--- src/rtl/modu_init_req_ctrl.sv ---
// Init-value request and strobe sequencer for one decoder half-iteration.
// Optional macro INIT_REQ_CNT_EN adds the iter_cnt output (completed half-iterations).
module modu_init_req_ctrl #(
  parameter int WIN_LEN = 32
) (
  input  logic        clk,
  input  logic        rst,
  input  logic        start,
  input  logic        decMode,
  input  logic [3:0]  decNum,
  input  logic [3:0]  q_up,
  output logic        FPU_Init_Req,
  output logic        BPU_Init_Req,
  output logic        Updata_BPUtail_beta,
  output logic        Updata_BPU_beta,
  output logic        Updata_BPUtail_beta_delay,
  output logic        Updata_FPU_alpha,
  output logic        Updata_FPU_alpha_delay,
  output logic        fpu_load,
  output logic        bpu_load,
  output logic        busy,
`ifdef INIT_REQ_CNT_EN
  output logic [15:0] iter_cnt,
`endif
  output logic        done
);

  localparam int SW = (WIN_LEN > 1) ? $clog2(WIN_LEN) : 1;
  localparam logic [SW-1:0] STEP_LAST = SW'(WIN_LEN - 1);
  localparam logic [SW-1:0] STEP_TAIL = SW'(WIN_LEN - 2);

  typedef enum logic [2:0] {
    S_IDLE, S_FREQ, S_BREQ, S_RUN, S_ALPHA, S_DONE
  } state_t;

  state_t          r_state, w_state_next;
  logic [SW-1:0]   r_step, w_step_next;
  logic [3:0]      r_win, w_win_next;
  logic [3:0]      r_qup, w_qup_next;

  logic r_fpu_req, r_bpu_req, r_tail, r_beta, r_tail_dly, r_alpha, r_alpha_dly;
  logic r_fpu_req_d, r_bpu_req_d, r_fpu_load, r_bpu_load, r_busy, r_done;
  logic w_fpu_req, w_bpu_req, w_tail, w_beta, w_tail_dly, w_alpha, w_alpha_dly;
  logic w_busy, w_done, w_in_run;

  // Mode and unit count only travel alongside the request; the sequence ignores them.
  logic w_unused_ctx;
  assign w_unused_ctx = ^{decMode, decNum};

  always_comb begin
    w_state_next = r_state;
    w_step_next  = r_step;
    w_win_next   = r_win;
    w_qup_next   = r_qup;
    unique case (r_state)
      S_IDLE: if (start) begin
        w_state_next = S_FREQ;
        w_step_next  = '0;
        w_win_next   = '0;
        w_qup_next   = q_up;
      end
      S_FREQ: w_state_next = S_BREQ;
      S_BREQ: w_state_next = S_RUN;
      S_RUN: begin
        if (r_step == STEP_LAST) begin
          w_step_next = '0;
          if (r_win == r_qup) w_state_next = S_ALPHA;
          else                w_win_next   = 4'(r_win + 4'd1);
        end else begin
          w_step_next = SW'(r_step + 1'b1);
        end
      end
      S_ALPHA: w_state_next = S_DONE;
      S_DONE:  w_state_next = S_IDLE;
      default: w_state_next = S_IDLE;
    endcase
  end

  // Outputs are decoded from the upcoming state so the registered copies line up with it.
  always_comb begin
    w_in_run    = (w_state_next == S_RUN);
    w_fpu_req   = (w_state_next == S_FREQ);
    w_bpu_req   = (w_state_next == S_BREQ) ||
                  (w_in_run && w_step_next == '0 && w_win_next != 4'd0);
    w_tail      = w_in_run && w_win_next == 4'd0 && w_step_next == STEP_TAIL;
    w_beta      = w_in_run && w_step_next == STEP_LAST;
    w_tail_dly  = w_beta && w_win_next == 4'd0;
    w_alpha     = w_beta && w_win_next == w_qup_next;
    w_alpha_dly = (w_state_next == S_ALPHA);
    w_done      = (w_state_next == S_DONE);
    w_busy      = (w_state_next != S_IDLE);
  end

  always_ff @(posedge clk) begin
    if (rst) begin
      r_state     <= S_IDLE;
      r_step      <= '0;
      r_win       <= '0;
      r_qup       <= '0;
      r_fpu_req   <= 1'b0;
      r_bpu_req   <= 1'b0;
      r_tail      <= 1'b0;
      r_beta      <= 1'b0;
      r_tail_dly  <= 1'b0;
      r_alpha     <= 1'b0;
      r_alpha_dly <= 1'b0;
      r_fpu_req_d <= 1'b0;
      r_bpu_req_d <= 1'b0;
      r_fpu_load  <= 1'b0;
      r_bpu_load  <= 1'b0;
      r_busy      <= 1'b0;
      r_done      <= 1'b0;
    end else begin
      r_state     <= w_state_next;
      r_step      <= w_step_next;
      r_win       <= w_win_next;
      r_qup       <= w_qup_next;
      r_fpu_req   <= w_fpu_req;
      r_bpu_req   <= w_bpu_req;
      r_tail      <= w_tail;
      r_beta      <= w_beta;
      r_tail_dly  <= w_tail_dly;
      r_alpha     <= w_alpha;
      r_alpha_dly <= w_alpha_dly;
      r_fpu_req_d <= r_fpu_req;
      r_bpu_req_d <= r_bpu_req;
      r_fpu_load  <= r_fpu_req_d;
      r_bpu_load  <= r_bpu_req_d;
      r_busy      <= w_busy;
      r_done      <= w_done;
    end
  end

`ifdef INIT_REQ_CNT_EN
  logic [15:0] r_iter_cnt;
  always_ff @(posedge clk) begin
    if (rst)         r_iter_cnt <= '0;
    else if (r_done) r_iter_cnt <= r_iter_cnt + 16'd1;
  end
  assign iter_cnt = r_iter_cnt;
`endif

  assign FPU_Init_Req              = r_fpu_req;
  assign BPU_Init_Req              = r_bpu_req;
  assign Updata_BPUtail_beta       = r_tail;
  assign Updata_BPU_beta           = r_beta;
  assign Updata_BPUtail_beta_delay = r_tail_dly;
  assign Updata_FPU_alpha          = r_alpha;
  assign Updata_FPU_alpha_delay    = r_alpha_dly;
  assign fpu_load                  = r_fpu_load;
  assign bpu_load                  = r_bpu_load;
  assign busy                      = r_busy;
  assign done                      = r_done;

endmodule

--- config.mk ---
export PLATFORM = sky130hd
export DESIGN_NAME = modu_init_req_ctrl
export DESIGN_NICKNAME = d
export VERILOG_FILES = /design/src/rtl/modu_init_req_ctrl.sv
export SDC_FILE = /design/constraint.sdc
export NUM_CORES = 1
export LEC_CHECK = 0
export ABC_CLOCK_PERIOD_IN_PS = 6800
export CAP_MARGIN = 25
export CORE_MARGIN = 1.5
export CORE_UTILIZATION = 57
export DETAILED_ROUTE_END_ITERATION = 8
export MAX_ROUTING_LAYER = met4
export PLACE_DENSITY_LB_ADDON = 0.3
export SLEW_MARGIN = 40
export SYNTH_ARGS = -nofsm -noshare
export SYNTH_HDL_FRONTEND = slang
export SYNTH_SLANG_ARGS = --single-unit
--- constraint.sdc ---
create_clock -name clk -period 6.8 [get_ports clk]
set_input_delay 1.36 -clock clk [delete_from_list [all_inputs] [get_ports clk]]
set_output_delay 1.36 -clock clk [all_outputs]
set_load 0.1 [all_outputs]
# Yosys cells after proc, flatten, opt, wreduce, memory -nomap -nowiden
# Index checks and enable logic that the tools add are counted.
# Widths: inputs -> output; s select.
dict set report classes {
  addsub 2
  mul 0
  n_div 0
  order_cmp 0
  eq_ne 14
  n_shift 0
  muxes 13
  n_bitwise 0
  n_reduce_logical 13
}
# op count
set ops {}
lappend ops {{$mux 4} 5}
lappend ops {{$eq 5x5->1 const B} 3}
lappend ops {{$pmux 3 s5} 1}
lappend ops {{$eq 3x2->1 const B} 4}
lappend ops {{$mux 5} 2}
lappend ops {{$pmux 5 s2} 1}
lappend ops {{$eq 3x3->1 const B} 3}
lappend ops {{$mux 3} 3}
lappend ops {{$eq 4x4->1} 2}
lappend ops {{$pmux 4 s2} 1}
lappend ops {{$logic_and 1x1->1} 7}
lappend ops {{$eq 3x1->1 const B} 2}
lappend ops {{$add 5x1->5 const B} 1}
lappend ops {{$logic_not 5->1} 1}
lappend ops {{$add 4x1->4 const B} 1}
lappend ops {{$logic_not 4->1} 1}
lappend ops {{$reduce_bool 4->1} 1}
lappend ops {{$logic_not 3->1} 1}
lappend ops {{$reduce_bool 3->1} 1}
lappend ops {{$logic_or 1x1->1} 1}
dict set report word_totals {
  reg_bits 29
  latchBits 0
  mem_bits_rw 0
  romBits 0
  in_bits 12
  output_inout_bits 11
  word_cells 59
  n_memories 0
}

# Logic depth before layout (Yosys ltp)
# Gate-level depths: netlist (run 1).
dict set report depth {
  ltp_word 8
  mapped_depth 10
  ltp_nobuf 9
}

# Worst setup path before layout (run 1)
# OpenSTA, ideal clock, no wires.
dict set report synth_timing {
  path_kind {in2reg}
  start {input start}
  end {register r_alpha (netlist: Updata_FPU_alpha)}
  setup_ps 79
  arrival_time_ps 2618
  slack_ps 4103
  cell_stages 6
  path_buffers 0
  path_cell_list {or3b_1 o21ai_0 a2bb2oi_1 nand4_2 or3b_4 a211oi_2}
}
dict set report synth_between {
  elab_chain_cells 5
  elab_cells_between_ends 13
  cone_classes {eq/ne (3); mux (8); reduce/logical (2)}
}
# item line
set synth_rtl {}
lappend synth_rtl {{start: declaration} 8} ;# input logic start,
lappend synth_rtl {{$mux 3 / $mux 5 (equally long branches)} 56} ;# S_IDLE: if (start) begin
lappend synth_rtl {{$pmux 3 s5 / $pmux 5 s2 (equally long branches)} 55} ;# unique case (r_state)
lappend synth_rtl {{$eq 3x2->1 / $eq 5x5->1 (equally long branches)} {81, 86}}
lappend synth_rtl {{$logic_and 1x1->1} 86} ;# w_beta = w_in_run && w_step_next == STEP_LAST;
lappend synth_rtl {{$logic_and 1x1->1 (*)} 88} ;# w_alpha = w_beta && w_win_next == w_qup_next;
lappend synth_rtl {{end signal: assignment} 123} ;# r_alpha <= w_alpha;
lappend synth_rtl {{end: declaration} 41} ;# logic r_fpu_req, r_bpu_req, r_tail, r_beta, r_tail_dly, r_alpha, r_alpha_dly;
# Mark *: on every way between the ends. The rest lies on a longest branch, timed or not.
# A chain may end at the register's enable or synchronous reset.

# Worst setup path after layout (run 1)
dict set report layout_timing {
  start {input start}
  end {register r_bpu_req (netlist: BPU_Init_Req)}
}
dict set report layout_between {
  elab_chain_cells 6
  elab_cells_between_ends 13
  cone_classes {eq/ne (2); mux (6); reduce/logical (5)}
}
# item line
set layout_rtl {}
lappend layout_rtl {{$mux 3 / $mux 5 (equally long branches)} 56}
lappend layout_rtl {{$pmux 3 s5 / $pmux 5 s2 (equally long branches)} 55}
lappend layout_rtl {{$eq 3x2->1 / $logic_not 5->1 (equally long branches)} {81, 84}}
lappend layout_rtl {{$logic_and 1x1->1 (2 in series)} 84} ;# (w_in_run && w_step_next == '0 && w_win_next != 4'd0);
lappend layout_rtl {{$logic_or 1x1->1 (*)} 83} ;# w_bpu_req = (w_state_next == S_BREQ) ||
lappend layout_rtl {{end signal: assignment} 119} ;# r_bpu_req <= w_bpu_req;
lappend layout_rtl {{end: declaration} 41}
# Marked as above.

==> summary.md, run 1 <==
| Metric | Value |
|---|---|
| Post-Synthesis Mean Instance Area | 8.34 um^2 |
| Data arrival time at the worst-slack endpoint | around 3.5 ns |
| Distinct cell type count after synthesis | 45 |
| Number of nets in the final layout | approximately 210 |
| Status | finished, final reports clean |
| Termination of the worst setup path | BPU_Init_Req |
| Sink Count | 29 |
| Die Footprint | just under 0.003 mm^2 |
| Maximum resistive drop on vdd | 0.175 mV |
| Final setup vio count | 0 |
| Ys async rst share | 0 |
| Area inside the core boundary | 0.00250 mm^2 |
| Final HPWL from detailed placement | around 2300 um |
| Critical-path cell list | clkdlybuf4s50_1 -> or3b_1 -> nor2_2 -> a21oi_1 -> nand2_1 -> o311ai_0 -> a41o_1 |
| Buffers from clock root to sink, at most | 2 |
| Post-route standard cell area excluding fillers | 0.00166 mm^2 |
| Iteration-0 DRC count of the detailed router | 56 |
| Max transition margin | 0.472 |
| Peak clock frequency supported by timing | a little over 300 MHz |
| Final critical-path share of the clock period | 0.479 |
| CTS root buf | clkbuf_4 |
| Slowest stage cell on the critical path | clkdlybuf4s50_1 |
| Worst slew pin tran | 0.782 ns |
| Placed cell areas | 0.00161 mm^2 |
| Total setup buffers inserted after CTS | 0 |
| Average wire length per cell after detail routing | 14.1 um |
| Pre-CTS WS | 3.23 ns |
| Clock H-tree levels | 2 |
| End-of-flow core utilization | 0.665 |
| Number of remaining DRC errors | 0 |
| Cell area power density | 203 mW/mm^2 |
| Initial antenna violation count | 0 |
| Setup CP Type | in -> reg |
| Kind of path behind the tightest hold check | reg -> reg |
| Portion of synthesized cell area occupied by the leading cell type | 0.385 |
| Worst Skew | around 0.014 ns |
| Area growth from synthesis to layout | 10.2% |
| Total CTS buffers | 5 |
| Count of input and output buffers | 17 |
| Number of buffers added to fix hold violations after cts | 0 |
| Global route overflow | 0 |
| Period minus WS final | 3.26 ns |
| Setup TNS | 0 ns |
| Buf/Inv on CP | 1 |
| Smallest setup slack after layout | 3.54 ns |
| Number of enable-type register cells in the synthesized netlist | 0 |
| Resized cells post-CTS | 0 |
| Routability cong. | ~0.93 |
| Count of nets left with antenna violations after detail routing | 0 |
| Clock tree from TritonCTS | built |
| MaxCap Viol Count | 0 |
| Synth Cell Area | 0.00151 mm^2 |
| Synthesized net count | around 200 |
| Sequential share of the synthesized area | 0.385 |
| Largest delay contributor family on the critical path | simple AND/OR/NAND/NOR gates |
| Via count of the first global-routing pass | 1118 |
| Critical path origin | start |
| Crit path required time | about 7 ns |
| Antenna diode instance count | 0 |
| Total track usage | 0.246 |
| Start of the worst register-to-register path | r_step[0] |
| Synth Flop Type | dfxtp_1 |
| First-pass GRT wire length | 5030 um |
| Type of element capturing the critical path | flop |
| Count of endpoints failing hold in the final timing report | 0 |
| Ranking of synthesized cells by area | dfxtp_1, a21oi_1, nand2_1 |
| Crit-path max cell delay | approximately 0.54 ns |
| Drt first pass iters | 4 |
| RSZ-0062 raised after global routing | no |
| Number of synthesized register bits | 29 |
| CTS clk-pin slew, worst paths | 0.07 ns |
| Instance count on the critical path | 7 |
| Number of placement rows | 18 |
| Gate count after technology mapping | 181 |
| WL final | 3170 um |
| Chip width | 54.5 um |
| Count of pins on the block boundary | 23 |
| Endpoint of the lowest-slack register-to-register path | BPU_Init_Req |
| Vias per cell | between 6 and 7 |
| Pin count of the biggest net entering global routing | 25 |
| Total power | 337 uW |
| Reg2reg setup slack | 3.90 ns |
| Starting utilization of the core area | 0.604 |
| Via count of the routed design | ~1400 |
| Number of warnings issued by yosys | 0 |
| LEAKAGE | 0.655 nW |
| Crit path launch type | input pin |
| Largest area contributor in the netlist | dfxtp_1 |
| Floorplan die height | 54.5 um |
| Layout cells sized above 1 | 0.139 |
| Worst-Skew Late Latency | 0.32 ns |
| Slew Limit Fails | 0 |
| Crit path max fanout | 9 |
| Number of cells on the worst reg-to-reg path | 9 |
routing by layer:
layer	vias to the layer above	part of all wire	global-route usage
li1	678	-	-
met1	615	0.45	0.313
met2	74	0.45	0.371
met3	12	0.086	0.0738
met4	0	0.019	0.0792
met5	-	0	-
worst min-delay path by stage:
stage	start	end	slack (ns)	depth (start not counted)
6_report	r_bpu_req_d	bpu_load	0.45	1
3_5_place_dp	r_bpu_req_d	bpu_load	0.43	1
5_1_grt	r_fpu_req_d	fpu_load	0.47	1
3_3_place_gp	r_bpu_req_d	bpu_load	0.43	1
2_1_floorplan	r_bpu_req_d	bpu_load	0.41	1
4_1_cts	r_bpu_req_d	bpu_load	0.46	1
layout make-up:
cell class | instances | area [um^2]
Multi-Input combinational cell | 136 | 861
Fill cell | 212 | 837
Inverter | 5 | 18.8
Sequential cell | 29 | 581
Tap cell | 30 | 37.5
Timing Repair Buffer | 17 | 110
Clock buffer | 7 | 55.1
Yosys cell counts (2+ instances only):
library cell,number
o211ai_1,2
nor4_1,4
ha_1,3
o311ai_0,2
nand4b_1,2
dfxtp_1,29
or3b_4,2
nand2_1,18
xnor2_1,7
xor2_1,3
o21a_1,3
a221oi_1,2
buf_2,3
o21ai_0,5
nor2b_1,8
a21oi_1,14
nor3_1,9
inv_1,5
clkbuf_1,6
nand2b_1,3
a41o_1,2
a2bb2oi_1,2
nand3_1,8
nor2_1,18
registers in the layout, summed over array words and instances, names as in the netlist:
register                   cells
done                           1
Updata_BPUtail_beta_delay      1
r_state                        3
r_bpu_req_d                    1
FPU_Init_Req                   1
r_step                         5
bpu_load                       1
Updata_FPU_alpha               1
r_qup                          4
fpu_load                       1
Updata_BPUtail_beta            1
BPU_Init_Req                   1
r_win                          4
r_fpu_req_d                    1
Updata_FPU_alpha_delay         1
busy                           1
Updata_BPU_beta                1
cell families (layout without fill, tap and decap cells):
group,count (synthesis),in the layout,synth area share
simple gates,82,82,0.294
fa+ha+maj,3,3,0.0249
xor+xnor,10,10,0.0580
buf+inv,16,29,0.0497
flops,29,29,0.385
compound gates,40,40,0.181
mux,1,1,0.00746
per-stage QoR:
stage                     hold slack [ns]  instances
after floorplan                     0.414        181
after global placement              0.431        217
after detailed placement            0.433        217
after CTS                           0.457        224
after global routing                0.471        224
final                               0.448        224
cell usage in the layout, fill, tap and decap left out, types with 2 or more instances in the layout:
| master | n |
|---|---|
| inv_1 | 5 |
| nor2_1 | 18 |
| nand2_1 | 18 |
| a221oi_1 | 2 |
| or3b_4 | 2 |
| clkdlybuf4s50_1 | 5 |
| o311ai_0 | 2 |
| xnor2_1 | 7 |
| o21a_1 | 3 |
| nand2b_1 | 3 |
| dfxtp_1 | 29 |
| nand3_1 | 8 |
| o21ai_0 | 5 |
| nor4_1 | 4 |
| xor2_1 | 3 |
| ha_1 | 3 |
| nor2b_1 | 8 |
| a21oi_1 | 14 |
| a2bb2oi_1 | 2 |
| nor3_1 | 9 |
| buf_2 | 12 |
| o211ai_1 | 2 |
| nand4b_1 | 2 |
| a41o_1 | 2 |
| clkbuf_4 | 5 |
power breakdown:
| part | leakage (nW) | switching (mW) | internal, mW | total, mW |
|---|---|---|---|---|
| Sequential | 0.236 | 0.00606 | 0.175 | 0.181 |
| Combinational | 0.388 | 0.0356 | 0.0180 | 0.0536 |
| Clock | 0.0314 | 0.0536 | 0.0487 | 0.102 |
(Power assumes the default switching activity.)
==> inputs of run 2 (changes only) <==
Settings changed: ABC_CLOCK_PERIOD_IN_PS 6800 to 3410, CORE_UTILIZATION 57 to 53.
Clock period 6.8 ns to 3.41 ns, I/O delays scaled along.
==> summary.md, run 2 (synthesis gave the netlist of run 1 again) <==
| Metric | Value |
|---|---|
| Internal Dissipation | 542 uW (was 242 uW) |
| Vias per cell | 6.04 (was 6.16) |
| Count of input and output buffers | 17 (unchanged) |
| Reg2reg setup slack | 0.55 ns (was 3.90 ns) |
| Total track usage | 0.249 (was 0.246) |
| Number of cells on the worst reg-to-reg path | 10 (was 9) |
| Register with the most flip-flops | r_step (unchanged) |
| Crit path max fanout | 9 (unchanged) |
| Critical-path cell list | ha_1 -> and3_1 -> ha_1 -> nand4b_1 -> a41oi_1 -> buf_4 -> nor2_1 -> nor2_1 -> o311ai_0 -> a41o_1 (was clkdlybuf4s50_1 -> or3b_1 -> nor2_2 -> a21oi_1 -> nand2_1 -> o311ai_0 -> a41o_1) |
| Slew Limit Fails | 0 (unchanged) |
| Endpoint of the lowest-slack register-to-register path | BPU_Init_Req (unchanged) |
| Period minus WS final | 2.86 ns |
| Critical path origin | r_step[0] (was start) |
| Pin count of the biggest net entering global routing | 25 (unchanged) |
| Number of remaining DRC errors | 0 (unchanged) |
| CTS clk-pin slew, worst paths | 0.10 ns (was 0.07 ns) |
| Number of nets in the final layout | 211 (was 209) |
| Layout cells sized above 1 | 0.147 (was 0.139) |
| RSZ-0062 raised after global routing | no (unchanged) |
| Cell area power density | 443 mW/mm^2 (was 203 mW/mm^2) |
| Count of endpoints failing hold in the final timing report | 0 (unchanged) |
| Final HPWL from detailed placement | 2490 um (was 2310 um) |
| Most used cells in the layout excluding fill and tap cells | dfxtp_1, nor2_1, nand2_1 (unchanged) |
| Sink Count | 29 (unchanged) |
| Clock tree from TritonCTS | built (unchanged) |
| Area inside the core boundary | 0.00273 mm^2 (was 0.00250 mm^2) |
| Post-route standard cell area excluding fillers | 0.00171 mm^2 (was 0.00166 mm^2) |
| Count of pins on the block boundary | 23 (unchanged) |
| Via count of the routed design | 1376 (was 1379) |
| Placed Cells incl. Taps | 220 (was 217) |
| Max transition margin | 0.495 (was 0.472) |
| WL final | 3500 um (was 3170 um) |
| Switch share | 0.282 (was 0.283) |
| Start of the worst register-to-register path | r_step[0] (unchanged) |
| Termination of the worst setup path | BPU_Init_Req (unchanged) |
| Iteration-0 DRC count of the detailed router | 50 (was 56) |
| Peak clock frequency supported by timing | 350 MHz |
| Global route overflow | 0 (unchanged) |
| Worst-Skew Late Latency | 0.33 ns (was 0.32 ns) |
| First-pass GRT wire length | 6040 um (was 5030 um) |
| Net switching power | 213 uW (was 95.3 uW) |
| Count of nets left with antenna violations after detail routing | 0 (unchanged) |
| Clock H-tree levels | 2 (unchanged) |
| Clock network fraction of total power | 0.376 (was 0.303) |
| Crit path launch type | flop (was input pin) |
| Antenna diode instance count | 0 (unchanged) |
| Area growth from synthesis to layout | 13.0% (was 10.2%) |
| Routability cong. | 0.935 (was 0.931) |
| Average wire length per cell after detail routing | 15.4 um (was 14.1 um) |
| Share of power burned in combinational logic | 0.145 (was 0.159) |
| MaxCap Viol Count | 0 (unchanged) |
| Pre-CTS WS | 0.524 ns (was 3.23 ns) |
| Largest delay contributor family on the critical path | compound AO/OA/AOI/OAI gates (was simple AND/OR/NAND/NOR gates) |
| Number of buffers added to fix hold violations after cts | 0 (unchanged) |
| Type of element capturing the critical path | flop (unchanged) |
| Instance count on the critical path | 10 (was 7) |
| Sequential cell fraction of total power | 0.479 (was 0.538) |
| Setup CP Type | reg -> reg (was in -> reg) |
| Status | finished, final reports clean (unchanged) |
| Crit path required time | 3.64 ns (was 7.00 ns) |
| Most common library cell in the layout ignoring fill and taps | dfxtp_1 (unchanged) |
| Resized cells post-CTS | 0 (unchanged) |
| Buffers from clock root to sink, at most | 2 (unchanged) |
| Die Footprint | 0.00318 mm^2 (was 0.00296 mm^2) |
| Total setup buffers inserted after CTS | 0 (unchanged) |
| Drt first pass iters | 4 (unchanged) |
| Total CTS buffers | 5 (unchanged) |
| Buf/Inv on CP | 1 (unchanged) |
| Crit-path max cell delay | 0.46 ns (was 0.54 ns) |
| Slowest stage cell on the critical path | dfxtp_1 (was clkdlybuf4s50_1) |
| Number of placement rows | 19 (was 18) |
| Starting utilization of the core area | 0.552 (was 0.604) |
| Maximum resistive drop on vdd | 0.355 mV (was 0.175 mV) |
| Final setup vio count | 0 (unchanged) |
| LEAKAGE | 0.675 nW (was 0.655 nW) |
| CTS root buf | clkbuf_4 (unchanged) |
| Smallest setup slack after layout | 0.552 ns (was 3.54 ns) |
| Placed cell areas | 0.00162 mm^2 (was 0.00161 mm^2) |
| Final critical-path share of the clock period | 0.838 |
| Setup TNS | 0 ns (unchanged) |
| Final standard cell count with taps included and fillers excluded | 228 (was 224) |
| Flip-flop count of the largest register after layout | 5 (unchanged) |
| Data arrival time at the worst-slack endpoint | 3.09 ns (was 3.46 ns) |
| Initial antenna violation count | 0 (unchanged) |
| Worst slew pin tran | 0.747 ns (was 0.782 ns) |
| Via count of the first global-routing pass | 1308 (was 1118) |
| Count of fill cells added during filler insertion | 239 (was 212) |
| Kind of path behind the tightest hold check | reg -> reg (unchanged) |
| Chip width | 56.4 um (was 54.5 um) |
| Regs by FF count | r_step: 5 flops, r_qup: 4 flops, r_win: 4 flops (unchanged) |
| Worst Skew | 0.00866 ns (was 0.0141 ns) |
| Floorplan die height | 56.4 um (was 54.5 um) |
==> run 2: layout make-up <==
class                   instances  area (um^2)  area share
clock buffers                   5         37.5      0.0220
clock inverters                 3         46.3      0.0271
inverters                       5         18.8      0.0110
multi-input cells             136          853       0.500
flip-flops and latches         29          581       0.340
well taps                      31         38.8      0.0227
repair buffers                 19          130      0.0763
==> run 2: how the worst min path moves through the flow <==
stage | start | to | slack, ns | cells past startpoint
floorplan | r_bpu_req_d | bpu_load | 0.41 | 1
global placement | r_fpu_req_d | fpu_load | 0.42 | 1
detailed placement | r_fpu_req_d | fpu_load | 0.44 | 1
CTS | r_fpu_req_d | fpu_load | 0.46 | 1
global route | r_bpu_req_d | bpu_load | 0.47 | 1
finish | r_fpu_req_d | fpu_load | 0.45 | 1
==> run 2: metrics by stage <==
stage / hold slack [ns] / total power, mW / util
6_report: 0.454 / 0.755 / 0.624
5_1_grt: 0.467 / 0.785 / 0.624
4_1_cts: 0.459 / 0.760 / 0.624
3_5_place_dp: 0.436 / 0.478 / 0.593
3_3_place_gp: 0.417 / 0.477 / 0.613
2_1_floorplan: 0.414 / 0.451 / -
==> run 2: per-layer routing <==
| metal | up-vias | track usage | routed length (um) |
|---|---|---|---|
| met5 | - | - | 0 |
| met2 | 54 | 0.365 | 1630 |
| li1 | 680 | - | - |
| met4 | 0 | 0.133 | 113 |
| met3 | 13 | 0.0530 | 213 |
| met1 | 629 | 0.323 | 1540 |
==> run 2: power groups by stage <==
stage	registers, mW	logic [mW]	clock network, mW
after floorplan	0.388	0.0629	0
final	0.362	0.109	0.284
after CTS	0.361	0.109	0.289
after detailed placement	0.369	0.109	0
after global routing	0.364	0.118	0.302
after global placement	0.368	0.109	0
==> run 2: worst reg2reg max path: cells and delay by family (launching register included) <==
kind,cells,cell delay [ns]
AOI/OAI and AO/OA,3,0.95
adders and majority gates,2,0.54
buffers and inverters,1,0.23
DFF,1,0.46
and+or+nand+nor,4,0.59
==> inputs of run 3 (changes only) <==
Settings changed: ABC_CLOCK_PERIOD_IN_PS 3410 to 2810.
Clock period 3.41 ns to 2.81 ns, I/O delays scaled along.
==> summary.md, run 3 (synthesis gave the netlist of run 1 again) <==
| Metric | Value |
|---|---|
| Status | finished, final reports clean (unchanged) |
| Cell area power density | 481 mW/mm^2 (was 443 mW/mm^2) |
| Die Footprint | 0.00318 mm^2 (unchanged) |
| Hold depth | 1 (unchanged) |
| Regs by FF count | r_step: 5 flops, r_qup: 4 flops, r_win: 4 flops (unchanged) |
| Total setup buffers inserted after CTS | 0 (unchanged) |
| Initial antenna violation count | 0 (unchanged) |
| Starting utilization of the core area | 0.552 (unchanged) |
| Flip-flop count of the largest register after layout | 5 (unchanged) |
| Antenna diode instance count | 0 (unchanged) |
| Pin count of the biggest net entering global routing | 24 (was 25) |
| Switch share | 0.319 (was 0.282) |
| Net switching power | 268 uW (was 213 uW) |
| Setup TNS | 0 ns (unchanged) |
| Slowest stage cell on the critical path | or3b_4 (was dfxtp_1) |
| Total CTS buffers | 5 (unchanged) |
| Number of cells on the worst reg-to-reg path | 9 (was 10) |
| Area growth from synthesis to layout | 15.8% (was 13.0%) |
| Worst slew pin tran | 0.808 ns (was 0.747 ns) |
| Most used cells in the layout excluding fill and tap cells | dfxtp_1, nor2_1, nand2_1, buf_4, a21oi_1 (was dfxtp_1, nor2_1, nand2_1) |
| Type of element capturing the critical path | flop (unchanged) |
| LEAKAGE | 0.681 nW (was 0.675 nW) |
| Buffers from clock root to sink, at most | 2 (unchanged) |
| Via count of the routed design | 1383 (was 1376) |
| Data arrival time at the worst-slack endpoint | 2.93 ns (was 3.09 ns) |
| Routability cong. | 0.933 (was 0.935) |
| Total track usage | 0.247 (was 0.249) |
| Worst-Skew Late Latency | 0.34 ns (was 0.33 ns) |
| Maximum resistive drop on vdd | 0.429 mV (was 0.355 mV) |
| Count of pins on the block boundary | 23 (unchanged) |
| Clock H-tree levels | 2 (unchanged) |
| Final HPWL from detailed placement | 2580 um (was 2490 um) |
| Crit path launch type | flop (unchanged) |
| Share of power burned in combinational logic | 0.168 (was 0.145) |
| Chip width | 56.4 um (unchanged) |
| Kind of path behind the tightest hold check | reg -> reg (unchanged) |
| Resized cells post-CTS | 0 (unchanged) |
| Max transition margin | 0.454 (was 0.495) |
| Final setup vio count | 0 (unchanged) |
| Clock tree from TritonCTS | built (unchanged) |
| Count of input and output buffers | 17 (unchanged) |
| CTS clk-pin slew, worst paths | 0.11 ns (was 0.10 ns) |
| WL final | 3490 um (was 3500 um) |
| Floorplan die height | 56.4 um (unchanged) |
| Most common library cell in the layout ignoring fill and taps | dfxtp_1 (unchanged) |
| Slew Limit Fails | 0 (unchanged) |
| First-pass GRT wire length | 5900 um (was 6040 um) |
| Crit path required time | 3.09 ns (was 3.64 ns) |
| Drt first pass iters | 4 (unchanged) |
| Setup CP Type | reg -> reg (unchanged) |
| Register with the most flip-flops | r_step (unchanged) |
| Number of remaining DRC errors | 0 (unchanged) |
| MaxCap Viol Count | 0 (unchanged) |
| RSZ-0062 raised after global routing | no (unchanged) |
| Internal Dissipation | 572 uW (was 542 uW) |
| Average wire length per cell after detail routing | 15.0 um (was 15.4 um) |
| Layout cells sized above 1 | 0.168 (was 0.147) |
| Sequential cell fraction of total power | 0.522 (was 0.479) |
| Area inside the core boundary | 0.00273 mm^2 (unchanged) |
| Number of buffers added to fix hold violations after cts | 0 (unchanged) |
| Global route overflow | 0 (unchanged) |
| Vias per cell | 5.94 (was 6.04) |
| CTS root buf | clkbuf_4 (unchanged) |
| Crit-path max cell delay | 0.44 ns (was 0.46 ns) |
| Period minus WS final | 2.66 ns (was 2.86 ns) |
| Crit path max fanout | 5 (was 9) |
| Pre-CTS WS | 0.170 ns (was 0.524 ns) |
| Number of nets in the final layout | 216 (was 211) |
| Critical-path cell list | ha_1 -> and3_1 -> ha_1 -> and4bb_1 -> or3b_4 -> nand3_2 -> nand4_2 -> or3b_4 -> a211oi_2 (was ha_1 -> and3_1 -> ha_1 -> nand4b_1 -> a41oi_1 -> buf_4 -> nor2_1 -> nor2_1 -> o311ai_0 -> a41o_1) |
| Peak clock frequency supported by timing | 376 MHz (was 350 MHz) |
| Via count of the first global-routing pass | 1277 (was 1308) |
| Final critical-path share of the clock period | 0.946 (was 0.838) |
| Clock network fraction of total power | 0.310 (was 0.376) |
| Smallest setup slack after layout | 0.153 ns (was 0.552 ns) |
| Count of nets left with antenna violations after detail routing | 0 (unchanged) |
| Count of fill cells added during filler insertion | 252 (was 239) |
| Count of endpoints failing hold in the final timing report | 0 (unchanged) |
| Worst Skew | 0.0132 ns (was 0.00866 ns) |
| Sink Count | 29 (unchanged) |
| Iteration-0 DRC count of the detailed router | 47 (was 50) |
| Number of placement rows | 19 (unchanged) |
[run 3: changes by cell type in the layout (fill, tap and decap cells not counted), sizes merged]
cell / change
bufinv: -1
clkinv: -1
buf: +5
clkinvlp: +2
[run 3: layout make-up]
cell class,instances,area [um^2],area share
inverters,5,18.8,0.0107
clock inverters,3,22.5,0.0129
clock buffers,5,37.5,0.0215
repair buffers,24,195,0.112
well taps,31,38.8,0.0222
multi-input cells,136,853,0.489
flip-flops and latches,29,581,0.332
[run 3: final timing paths]
kind / from / endpoint / slack (ns)
hold reg to reg: r_fpu_req_d / fpu_load / 0.46
hold / removal: r_fpu_req_d / fpu_load / 0.46
setup reg to reg: r_step[0] / Updata_FPU_alpha / 0.15
setup / recovery: r_step[0] / Updata_FPU_alpha / 0.15
[run 3: power by group through the flow]
stage / combinational [mW] / clock, mW / sequential (mW)
2_1_floorplan: 0.0763 / 0 / 0.471
3_3_place_gp: 0.136 / 0 / 0.447
3_5_place_dp: 0.140 / 0 / 0.448
4_1_cts: 0.141 / 0.266 / 0.438
5_1_grt: 0.152 / 0.282 / 0.441
6_report: 0.142 / 0.260 / 0.439
[run 3: critical path: cells and delay by family (launching register included)]
| kind | cells | cell delay (ns) |
|---|---|---|
| simple gates | 6 | 1.59 |
| fa+ha+maj | 2 | 0.46 |
| flops | 1 | 0.35 |
| compound gates | 1 | 0.19 |
[run 3: layer usage]
layer,vias up,track usage,share of wire
met5,-,-,0
met4,0,0.0918,0.015
met3,7,0.0737,0.056
met2,37,0.392,0.48
met1,648,0.297,0.45
li1,691,-,-
[run 3: per-stage QoR]
stage / total power [mW] / std cells / hold slack (ns) / cell area (um^2) / util
5_1_grt: 0.876 / 233 / 0.477 / 1750 / 0.639
3_3_place_gp: 0.583 / 225 / 0.418 / 1690 / 0.617
6_report: 0.840 / 233 / 0.462 / 1750 / 0.639
2_1_floorplan: 0.547 / 181 / 0.414 / 1510 / -
3_5_place_dp: 0.588 / 225 / 0.452 / 1690 / 0.617
4_1_cts: 0.844 / 233 / 0.467 / 1750 / 0.639
